File: config.mk
export PLATFORM = sky130hd
export DESIGN_NAME = mem_stage
export DESIGN_NICKNAME = d
export VERILOG_FILES = /design/src/rtl/mem_stage.sv
export SDC_FILE = /design/constraint.sdc
export NUM_CORES = 1
export LEC_CHECK = 0
export CAP_MARGIN = 5
export CORE_UTILIZATION = 47
export CTS_BUF_LIST = sky130_fd_sc_hd__clkbuf_4 sky130_fd_sc_hd__clkbuf_8
export CTS_CLUSTER_SIZE = 25
export DETAILED_ROUTE_END_ITERATION = 7
export PLACE_DENSITY = 0.84
export SYNTH_ARGS = -nofsm -noshare
export SYNTH_HDL_FRONTEND = slang
export SYNTH_SLANG_ARGS = --single-unit
File: constraint.sdc
create_clock -name clk -period 2.6 [get_ports clk]
set_input_delay 0.39 -clock clk [delete_from_list [all_inputs] [get_ports clk]]
set_output_delay 0.39 -clock clk [all_outputs]
set_load 0.01 [all_outputs]
File: src/rtl/mem_stage.sv
// rtl/mem_stage.sv - LoongArch MEM stage: waits for data-SRAM responses, extracts load data, feeds WB.
// Define MS_FWD_EN to drive the MEM->ID forwarding bus; otherwise that bus is tied to zero.
module mem_stage (
    input  logic        clk,
    input  logic        resetn,
    input  logic        ms_stall,
    input  logic        ms_flush,
    output logic        ms_allowin,
    input  logic        es_to_ms_valid,
    input  logic [73:0] es_to_ms_bus,
    input  logic        data_sram_data_ok,
    input  logic [31:0] data_sram_rdata,
    input  logic        ws_allowin,
    output logic        ms_to_ws_valid,
    output logic [69:0] ms_to_ws_bus,
    output logic [38:0] ms_to_is_forward_bus
);

    logic        ms_valid;
    logic [73:0] bus_r;
    logic        data_got;
    logic [31:0] rdata_buf;
    logic [1:0]  drop_cnt;

    logic        mem_req;
    logic        mem_re;
    logic [2:0]  mem_op;
    logic        gr_we;
    logic [4:0]  dest;
    logic [31:0] alu_result;
    logic [31:0] pc;

    assign mem_req    = bus_r[73];
    assign mem_re     = bus_r[72];
    assign mem_op     = bus_r[71:69];
    assign gr_we      = bus_r[68];
    assign dest       = bus_r[67:63];
    assign alu_result = bus_r[62:31];
    assign pc         = {bus_r[30:0], 1'b0};

    logic data_ok_use;
    logic ms_ready_go;
    logic in_wait;
    logic drop_inc;
    logic drop_dec;

    // A response only belongs to the current entry once all stale ones are drained.
    assign data_ok_use    = data_sram_data_ok & (drop_cnt == 2'd0);
    assign ms_ready_go    = ~mem_req | data_got | data_ok_use;
    assign ms_allowin     = (~ms_valid | (ms_ready_go & ws_allowin)) & ~ms_stall;
    assign ms_to_ws_valid = ms_valid & ms_ready_go & ~ms_stall;
    assign in_wait        = ms_valid & mem_req & ~data_got;
    assign drop_inc       = ms_flush & in_wait & ~data_ok_use;
    assign drop_dec       = data_sram_data_ok & (drop_cnt != 2'd0);

    logic [31:0] word;
    logic [7:0]  byte_val;
    logic [15:0] half_val;
    logic [31:0] load_data;
    logic [31:0] final_result;

    always_comb begin
        word = data_got ? rdata_buf : data_sram_rdata;
        case (alu_result[1:0])
            2'd0:    byte_val = word[7:0];
            2'd1:    byte_val = word[15:8];
            2'd2:    byte_val = word[23:16];
            default: byte_val = word[31:24];
        endcase
        half_val = alu_result[1] ? word[31:16] : word[15:0];
        case (mem_op[1:0])
            2'b01:   load_data = {{24{byte_val[7] & ~mem_op[2]}}, byte_val};
            2'b10:   load_data = {{16{half_val[15] & ~mem_op[2]}}, half_val};
            default: load_data = word;
        endcase
        final_result = mem_re ? load_data : alu_result;
    end

    always_ff @(posedge clk or negedge resetn) begin
        if (!resetn) begin
            ms_valid  <= 1'b0;
            bus_r     <= '0;
            data_got  <= 1'b0;
            rdata_buf <= '0;
            drop_cnt  <= 2'd0;
        end else begin
            if (ms_flush) begin
                ms_valid <= 1'b0;
                bus_r    <= '0;
                data_got <= 1'b0;
            end else if (ms_allowin) begin
                ms_valid <= es_to_ms_valid;
                if (es_to_ms_valid)
                    bus_r <= es_to_ms_bus;
                data_got <= 1'b0;
            end else if (in_wait & data_ok_use) begin
                // WB not accepting (or stalled): park the response so it is never needed twice.
                data_got  <= 1'b1;
                rdata_buf <= data_sram_rdata;
            end
            if (drop_inc & ~drop_dec)
                drop_cnt <= drop_cnt + 2'd1;
            else if (drop_dec & ~drop_inc)
                drop_cnt <= drop_cnt - 2'd1;
        end
    end

    assert property (@(posedge clk) disable iff (!resetn) drop_cnt != 2'd3);

    assign ms_to_ws_bus = {gr_we, dest, final_result, pc};

`ifdef MS_FWD_EN
    logic fwd_en;
    logic ms_busy;
    assign fwd_en  = ms_valid & gr_we & (dest != 5'd0);
    assign ms_busy = ms_valid & mem_re & ~ms_ready_go;
    assign ms_to_is_forward_bus = {fwd_en, ms_busy, dest, final_result};
`else
    assign ms_to_is_forward_bus = 39'b0;
`endif

endmodule

==> metrics.cfg <==
[route]
ant_nets = 0
vias = 4955
wl_per_cell_um = 19.2
wl_met2_um = 8120
wl_met1_um = 6970
drt_iter0_markers = 241
wl_met3_um = 1470
top_layer = met4
drc = 0
wl_um = 17200
drtPass1Iterations = 5
viasPerCell = 5.52

[logic_synthesis]
syn-cell-area_mm2 = 0.00615
async_reset_ff_frac = 1.00
synth-seq-area-share = 0.448
synth_edf_count = 0
yosys-top-cells-area = dfrtp_1, a22o_1, buf_4
synth-seq-cells = 110
yosys_warnings = 0
avgSynthCellArea_um2 = 11.4
ys.flop_type = dfrtp_1
yosys.area.top_type = dfrtp_1
syn_inst = 537
synth.top_cell.area_share = 0.448
ys_types = 46

[clock_tree]
htree_num_levels = 3
clock_path_buffers = 2
root_buffer = clkbuf_8
cts_tree = done
clkTransAtPathRegs_ns = 0.11
cts.sinks = 110
worstSkewPairLatency_ns = 0.39
cts_buffers = 9

[outcome]
status = finished, violations left
failed_checks = setup timing

[timing]
fin_crit_sh = 1.06
max-slew-margin-rel = 0.592
whs_ns = 0.0439
fin_crit_ns = 2.75
setup_viol_count_final = 24
fmax_mhz = 364
grt_setup_unrepaired = true
skew_ns = 0.0139
hold_violations = 0
maxSlewViolCount = 0
fin_ws_ns = -0.145
max_slew.worst_pin.slew_ns = 0.613

[power_and_ir_drop]
power_frac_seq = 0.489
pwr-share-clk = 0.284
p_sw_uw = 1110
powerDensity_mw_per_mm2 = 457
irDropWorstVdd_uv = 302
swShare = 0.286
internal_power_uw = 2770
leakagePower_uw = 0.00380
p_comb_frac = 0.227

[setup_path]
worstReg2RegStart = data_got$_DFFE_PN0P_
critPathLaunchType = register
r2r_end = bus_r[62]$_DFFE_PN0P_
critPathRequiredTime_ns = 2.21
crit_fanout = 7
end_kind = primary output
ff2ff_path_depth = 9
arrival_ns = 2.36
crit_type = reg2out
rrSetupSlack_ns = 0.46

[floorplanning]
io_pins = 224
rows = 41
dieWidth_um = 116
coreArea_mm2 = 0.0127
fp.dieArea_mm2 = 0.0135
initial_core_util = 0.485
die_h_um = 116

[hold_path]
min_path_type = in2async

[layout]
utilization = 0.669
drive_above_1_share = 0.317
nets = 836
instances_no_fill = 897
diodes = 0
area_growth_pct = 38.0

[global_route]
grt_usage = 0.252
grt_pass1_vias = 4827
grt_max_degree = 111
antenna_found_initial = 0
grt_pass1_wl_um = 25500
overflow = 0

[flow_run]
cap_viol_max_count = 0

[placement]
placed_cells = 851
place_congestion = 0.890
place_hpwl_um = 11500
portBuffers = 183

metal layers:
metal,GRT usage,up-vias
li1,-,2213
met1,0.319,2412
met2,0.402,281
met3,0.0592,49
met4,0.132,0
met5,0,-
repair_timing:
action                     4_1_cts  5_1_grt
cloned                           1        0
pin swaps                       20        8
buffers inserted                22        7
hold buffers                     0        0
setup endpoints to repair       32       32
resized for setup              162       25
cells by family (layout without fill, tap and decap cells):
family / Yosys count / in the layout / share of synthesized area
buf+inv: 135 / 284 / 0.139
fa+ha+maj: 3 / 3 / 0.00611
mux: 77 / 77 / 0.161
simple gates: 58 / 58 / 0.0460
compound gates: 150 / 150 / 0.196
other cells: 1 / 40 / 0.000610
xor+xnor: 3 / 3 / 0.00427
flops: 110 / 110 / 0.448
cells in the final DEF (no fill, tap or decap), drive strengths merged, types with 2 or more instances in the layout:
cell type / count
a211oi: 2
a21oi: 14
a22o: 74
and3: 2
buf: 96
clkbuf: 11
clkdlybuf4s50: 150
clkinv: 2
clkinvlp: 2
conb: 40
dfrtp: 110
ha: 3
inv: 21
mux2: 50
mux2i: 15
mux4: 12
nand2: 35
nand2b: 3
nand3b: 2
nor2: 6
nor3b: 4
o21ai: 18
o22a: 5
o22ai: 30
xor2: 2
state kept, by name, indices dropped and copies added, names as in the netlist:
| register | count |
|---|---|
| rdata_buf | 32 |
| ms_valid | 1 |
| data_got | 1 |
| bus_r | 74 |
| drop_cnt | 2 |
layout make-up:
class                   instances  area [um2]
flip-flops and latches        110        2760
clock inverters                 6        70.1
inverters                      20        75.1
fillers                       947        4190
well taps                     172         215
repair buffers                248        2330
multi-input cells             331        2890
clock buffers                  10         138
worst max-delay path, cell delays in order, from the launching register on:
cell      delay (ns)
dfrtp_2         0.46
buf_12          0.14
buf_4           0.14
mux2_4          0.32
o21ai_4         0.15
a311oi_4        0.13
nor3b_2         0.24
buf_6           0.18
a21oi_1         0.07
buf_2           0.14
worst max-delay path by stage:
stage | start | end | slack [ns]
final | data_got$_DFFE_PN0P_ | ms_to_ws_bus[40] | -0.15
after global routing | data_got$_DFFE_PN0P_ | ms_to_ws_bus[40] | -0.23
after CTS | data_got$_DFFE_PN0P_ | ms_to_ws_bus[40] | -0.08
after detailed placement | data_sram_rdata[31] | ms_to_ws_bus[61] | -0.77
after global placement | data_sram_rdata[15] | ms_to_ws_bus[56] | -0.70
after floorplan | data_got$_DFFE_PN0P_ | ms_to_ws_bus[53] | 0.53
power by group through the flow:
stage | logic (uW) | clock network [uW] | registers (uW)
4_1_cts | 860 | 1110 | 1890
5_1_grt | 948 | 1180 | 1910
3_3_place_gp | 835 | 0 | 1920
3_5_place_dp | 857 | 0 | 1920
6_report | 881 | 1100 | 1900
2_1_floorplan | 483 | 0 | 1900
synthesized netlist by cell type, drive strengths merged (2+ instances only):
master  count
nand3b      2
nor3b       4
mux4       12
inv        20
mux2       50
a22o       74
a21oi      14
clkbuf     11
a211oi      2
and3        2
o22a        5
buf       104
mux2i      15
o21ai      18
nand2      35
o22ai      30
nor2        6
ha          3
xor2        2
nand2b      3
dfrtp     110
metrics by stage:
stage	total power (uW)	setup WS [ns]	TNS, ns	instance area (um2)
2_1_floorplan	2380	0.531	0	6290
3_3_place_gp	2750	-0.701	-13.47	7920
3_5_place_dp	2780	-0.768	-15.56	7920
4_1_cts	3860	-0.0847	-1.37	8340
5_1_grt	4030	-0.230	-4.37	8480
6_report	3880	-0.145	-2.41	8480
(Power assumes the default switching activity.)
